$ cat config.mk
export PLATFORM = sky130hd
export DESIGN_NAME = mux2x1_rr_arbiter
export DESIGN_NICKNAME = d
export VERILOG_FILES = /design/src/rtl/mux_arb_pkg.sv /design/src/rtl/mux2x1_bus.sv /design/src/rtl/mux2x1_rr_arbiter.sv
export SDC_FILE = /design/constraint.sdc
export NUM_CORES = 1
export LEC_CHECK = 0
export CAP_MARGIN = 0
export CORE_UTILIZATION = 41
export DETAILED_ROUTE_END_ITERATION = 8
export PLACE_DENSITY = 0.82
export SYNTH_ARGS = -nofsm -noshare
export SYNTH_HDL_FRONTEND = slang
export SYNTH_SLANG_ARGS = --single-unit
$ cat constraint.sdc
create_clock -name clk -period 4.2 [get_ports clk]
set_input_delay 0.42 -clock clk [delete_from_list [all_inputs] [get_ports clk]]
set_output_delay 0.42 -clock clk [all_outputs]
set_load 0.05 [all_outputs]
$ cat src/rtl/mux_arb_pkg.sv
// Shared types for the two-source round-robin mux arbiter.
// Holds the arbiter state encoding and source identifiers.
package mux_arb_pkg;

  typedef enum logic [1:0] {
    ARB_IDLE,
    ARB_GRANT_A,
    ARB_GRANT_B
  } arb_state_e;

  localparam logic SRC_A = 1'b0;
  localparam logic SRC_B = 1'b1;

endpackage

$ cat src/rtl/mux2x1_bus.sv
// Combinational 2:1 bus mux.
// Ports: sel (0 = in0, 1 = in1), in0, in1, out (W bits).
module mux2x1_bus #(
  parameter int W = 9
) (
  input  logic         sel,
  input  logic [W-1:0] in0,
  input  logic [W-1:0] in1,
  output logic [W-1:0] out
);

  assign out = sel ? in1 : in0;

endmodule

$ cat src/rtl/mux2x1_rr_arbiter.sv
// Packet-locked round-robin arbiter sharing one registered output between
// sources A and B. Ports: a_*/b_* valid-ready inputs, sel, out_* register.
module mux2x1_rr_arbiter
  import mux_arb_pkg::*;
#(
  parameter int DATA_W = 8
) (
  input  logic              clk,
  input  logic              rst_n,
  input  logic              a_valid,
  input  logic [DATA_W-1:0] a_data,
  input  logic              a_last,
  output logic              a_ready,
  input  logic              b_valid,
  input  logic [DATA_W-1:0] b_data,
  input  logic              b_last,
  output logic              b_ready,
  output logic              sel,
  output logic              out_valid,
  output logic [DATA_W-1:0] out_data,
  output logic              out_last,
  output logic              out_src,
  input  logic              out_ready
);

  arb_state_e state_q, state_d;
  logic       prio_q, prio_d;
  logic       can_load;
  logic       load;
  logic [DATA_W:0] mux_out;

  assign can_load = !out_valid || out_ready;

  mux2x1_bus #(
    .W (DATA_W + 1)
  ) u_bus (
    .sel (sel),
    .in0 ({a_last, a_data}),
    .in1 ({b_last, b_data}),
    .out (mux_out)
  );

  always_comb begin
    state_d = state_q;
    prio_d  = prio_q;
    a_ready = 1'b0;
    b_ready = 1'b0;
    sel     = SRC_A;
    load    = 1'b0;
    unique case (state_q)
      ARB_IDLE: begin
        if (a_valid && (!b_valid || prio_q == SRC_A))
          state_d = ARB_GRANT_A;
        else if (b_valid)
          state_d = ARB_GRANT_B;
      end
      ARB_GRANT_A: begin
        a_ready = can_load;
        load    = a_valid && can_load;
        if (load && a_last) begin
          state_d = ARB_IDLE;
          prio_d  = SRC_B;
        end
      end
      ARB_GRANT_B: begin
        sel     = SRC_B;
        b_ready = can_load;
        load    = b_valid && can_load;
        if (load && b_last) begin
          state_d = ARB_IDLE;
          prio_d  = SRC_A;
        end
      end
      default: state_d = ARB_IDLE;
    endcase
  end

  always_ff @(posedge clk or negedge rst_n) begin
    if (!rst_n) begin
      state_q <= ARB_IDLE;
      prio_q  <= SRC_A;
    end else begin
      state_q <= state_d;
      prio_q  <= prio_d;
    end
  end

  // A load in the same cycle as a drain keeps out_valid high.
  always_ff @(posedge clk or negedge rst_n) begin
    if (!rst_n) begin
      out_valid <= 1'b0;
      out_data  <= '0;
      out_last  <= 1'b0;
      out_src   <= SRC_A;
    end else if (load) begin
      out_valid <= 1'b1;
      out_data  <= mux_out[DATA_W-1:0];
      out_last  <= mux_out[DATA_W];
      out_src   <= sel;
    end else if (out_ready) begin
      out_valid <= 1'b0;
    end
  end

endmodule

# == Yosys cells after proc, flatten, opt, wreduce, memory -nomap -nowiden ==
# Index checks and enable logic that the tools add are counted.
# word_totals
wordCells,41
regBits,14
# op_classes
reduce_logical,14
bitwise,1
n_eq_ne,5
mux,15
# ops
cell,n
$mux W9,1
$mux W2,4
$mux W1,7
$pmux W2 S3,1
$reduce_and A3 Y1,2
$logic_and A1 B1 Y1,5
$ne A2 B2 Y1 const B,2
$pmux W1 S2,2
$reduce_bool A2 Y1,2
$ne A3 B3 Y1 const B,1
$eq A2 B1 Y1 const B,1
$eq A2 B2 Y1 const B,1
$logic_not A1 Y1,2
$logic_not A2 Y1,1
$logic_or A1 B1 Y1,2
$not A1 Y1,1

# == Depth between registers and ports, before layout ==
# depth
word_depth,6
depth_mapped,7
mapped_depth_nobuf,6

# == Cells and area by module ==
# From an unflattened synthesis, not the netlist that was laid out.
# unflattened
hier_cells,60
area_unflattened_um2,828.3
# by_module_without_submodules
module,area_per_inst_um2,cells_per_inst,instances
mux2x1_rr_arbiter,681.9,50,1
mux2x1_bus,146.4,10,1

# == Worst setup path before layout ==
# OpenSTA, ideal clock, no wires.
# synth_timing
path_type,register to register
from,register state_q[0]
to,register prio_q
path_stages_with_launch,6
setup_ns,0.121
required_time_ns,4.079
setup_slack_ns,2.247
t_arrival_ns,1.832
period_less_slack_ns,1.953
path_buffers,0
path_cell_list,dfrtp_1 > inv_1 > ha_1 > and2_1 > nand3_1 > a22o_1
# synth_via
elab_chain_cells,3
elab_cells_between_ends,7
# synth_rtl
item,line_no,rtl
"start, declared",mux2x1_rr_arbiter.sv:26,"arb_state_e state_q, state_d;"
"start signal, assigned",mux2x1_rr_arbiter.sv:83,state_q <= state_d;
$eq A2 B2 Y1 or $eq A2 B1 Y1 (tied branches),mux2x1_rr_arbiter.sv:50,unique case (state_q)
$ne A2 B2 Y1 (no source line) or $reduce_bool A2 Y1 (tied branches),--,
$reduce_and A3 Y1 (no source line),--,
"end signal, assigned",mux2x1_rr_arbiter.sv:84,prio_q <= prio_d;
"end, declared",mux2x1_rr_arbiter.sv:27,"logic prio_q, prio_d;"
# Parallel ways exist; a longest one is shown, timed or not.
# A chain may end at the register's enable or synchronous reset.

# == Final worst setup path ==
# layout_timing
from,register state_q[0]
to,output b_ready
# layout_via
elab_chain_cells,2
# layout_rtl
item,line_no,rtl
$eq A2 B2 Y1,mux2x1_rr_arbiter.sv:50,
$mux W1,mux2x1_rr_arbiter.sv:50,
"end, declared",mux2x1_rr_arbiter.sv:17,"output logic b_ready,"
# Every way passes these cells.

==> key figures <==
Run status
  • Status: finished clean

Critical path
  • WP data arrival: 2.47 ns
  • WS Path Type: reg -> out
  • CP max FO: 16
  • Data required, critical path: 3.78 ns
  • Startpoint Class: flop
  • Worst Setup End Kind: primary output

Finish
  • Most frequent cells in the layout: clkdlybuf4s50_1, dfrtp_1, nand2_1
  • Final #Nets: 135
  • Area growth, synth to finish: 54.1%
  • Post-Layout Cell Count: 131
  • Fill count: 123
  • Share of layout cells above drive strength 1: 6.54%
  • Multi-input gate area: 369 um2
  • ANT cells: 0
  • Commonest non-fill, non-tap cell in the layout: clkdlybuf4s50_1
  • Sequential Area: 350 um2

Synthesis
  • Mapped Cells: 70
  • Syn avg cell area: 10.6 um2
  • Post-synth top area share: 47.4%
  • Seq cells post-synth: 14
  • Library cells used by synthesis: 22
  • Synth top area cells: dfrtp_1, mux2i_1, nand2_1
  • Yosys warnings: 0
  • Post-synth top area cell: dfrtp_1
  • Register area share after synthesis: 47.4%
  • Post-Syn Area: 739 um2
  • Mapped Nets: 96

Global route
  • Vias in the first global route: 645
  • GR Util met3: 4.49%
  • Global Route met2 Usage: 32.1%
  • Number of antenna violations at the first check in global routing: 0
  • Global-route wire length before repair: 2650 um
  • Largest net degree at the start of global routing: 20
  • Grt peak-use layer: met2
  • Routing usage on met1: 20.6%
  • GRT overflow: 0
  • Gr usage total: 18.2%

Timing
  • TNS Setup: 0 ns
  • RSZ-0062 raised after global routing: false
  • Max-slew violations: 0
  • Tmin final: 2.89 ns
  • F_max: 347 MHz
  • Clk_skew: 0.00336 ns
  • Endpoints failing setup: 0
  • Final WS setup: 1.31 ns
  • Relative max-transition margin: 50.1%
  • Final hold slack: 0.485 ns
  • Worst Max-Slew Pin Slew: 0.748 ns
  • Endpoints failing hold: 0
  • Final period utilization: 68.7%

Route
  • Initial drt markers: 2
  • Routed vias/inst: 5.05
  • DR vias: 662
  • DRC violations left: 0
  • Post-Route WL: 1570 um
  • TritonRoute pass-1 iters: 3
  • Wire length per cell: 12.0 um
  • Final ANT Viol Nets: 0

Floorplan
  • Die ar.: 1980 um2
  • Site row count: 14
  • Initial Utilization: 46.4%
  • I/O pin cnt: 37
  • Core area: 1590 um2
  • Die height: 44.5 um
  • Die Wd: 44.5 um

CTS
  • Cts hold-fix bufs: 0
  • Num CTS Buffers: 3
  • CTS tree: yes
  • # H-tree levels: 1
  • Clock Tree Root: clkbuf_4
  • Max Root-Sink Buffers: 2
  • Post-CTS Setup Bufs: 0
  • Skew-Pair Late Insertion Delay: 0.27 ns
  • Sinks on Clock Net: 14
  • CTS resizes: 0
  • Clk pin slew, worst setup/hold paths: 0.08 ns

Placement
  • Placed Instances: 128
  • I/O Buffers: 36
  • RePlAce Congestion: 0.780
  • Pre-CTS setup slack: 1.61 ns
  • HPWL after detailed placement: 1270 um

Power and ir drop
  • Internal power: 437 uW
  • Seq pwr share: 26.7%
  • Clock share of power: 8.5%
  • Sw Ratio: 49.4%
  • Leakage power: 0.000488 uW
  • Worst IR Drop VDD: 0.000481 V
  • Tot Pwr: 863 uW
  • Logic pwr share: 64.9%
  • PwrDens: 757 nW/um2
  • Switch Pwr: 426 uW

Run
  • Maxcap violations: 0

Hold path
  • HP Class: reg -> reg
-- layer usage --
layer / vias up / part of all wire (%)
met5: - / 0
met2: 26 / 50
met4: 0 / 0
met3: 0 / 8.1
li1: 325 / -
met1: 311 / 42
-- critical path, stage by stage, from the launching register on --
cell	delay, ns
dfrtp_1	0.40
inv_1	0.09
ha_1	0.65
and2_1	0.25
clkdlybuf4s50_1	0.80
-- final timing paths --
path / start / end / slack, ns / depth (start not counted)
min in group asynchronous: rst_n / out_data[6] / 0.53 / 1
max: state_q[0] / b_ready / 1.31 / 4
min reg2reg: out_data[0] / out_data[0] / 0.49 / 2
min: out_data[0] / out_data[0] / 0.49 / 2
max reg2reg: state_q[0] / out_src / 1.98 / 5
max in group asynchronous: rst_n / out_data[2] / 3.27 / 1
-- power groups by stage --
stage	clock (uW)	combinational [uW]	sequential, uW
floorplan	0	224	397
global placement	0	555	229
detailed placement	0	564	233
CTS	75.8	566	230
global route	77.4	600	237
finish	73.2	560	230
-- stage by stage --
stage          cell area [um2]  utilization [%]
6_report                  1140             71.5
5_1_grt                   1140             71.5
4_1_cts                   1140             71.5
3_5_place_dp              1120             70.1
3_3_place_gp              1120             70.1
2_1_floorplan              739                -
-- synth_stat cells --
library cell,count
dfrtp_1,14
nand2_1,13
mux2i_1,9
o21ai_0,9
ha_1,3
a32o_1,2
and2_1,2
inv_1,2
nand3_1,2
nand3_2,2
a21boi_0,1
a221o_1,1
a22o_1,1
a22o_2,1
a22oi_1,1
buf_2,1
buf_4,1
mux2_1,1
nand2b_4,1
nor2_1,1
nor3b_1,1
o21ai_1,1
-- cells by family after synthesis --
group                    count (synthesis)  synth area share, %
AND/OR/NAND/NOR                         22                 15.7
flip-flops                              14                 47.4
multiplexers                            10                 13.7
adder cells (fa/ha/maj)                  3                 5.08
AO/OA/AOI/OAI                           17                 15.4
buffers and inverters                    4                 2.71
-- sequential cells by signal, indices dropped and copies added (netlist names) --
name / count
out_data: 8
out_last: 1
out_src: 1
out_valid: 1
prio_q: 1
state_q: 2
-- cell type report --
class                      instances  share of cell area [%]
tap                               24                    2.63
sequential                        14                    30.7
timing repair buffer              36                    31.6
clock buffer                       3                    1.98
inverter                           2                   0.659
multi-input combinational         52                    32.4
(Power assumes the default switching activity.)
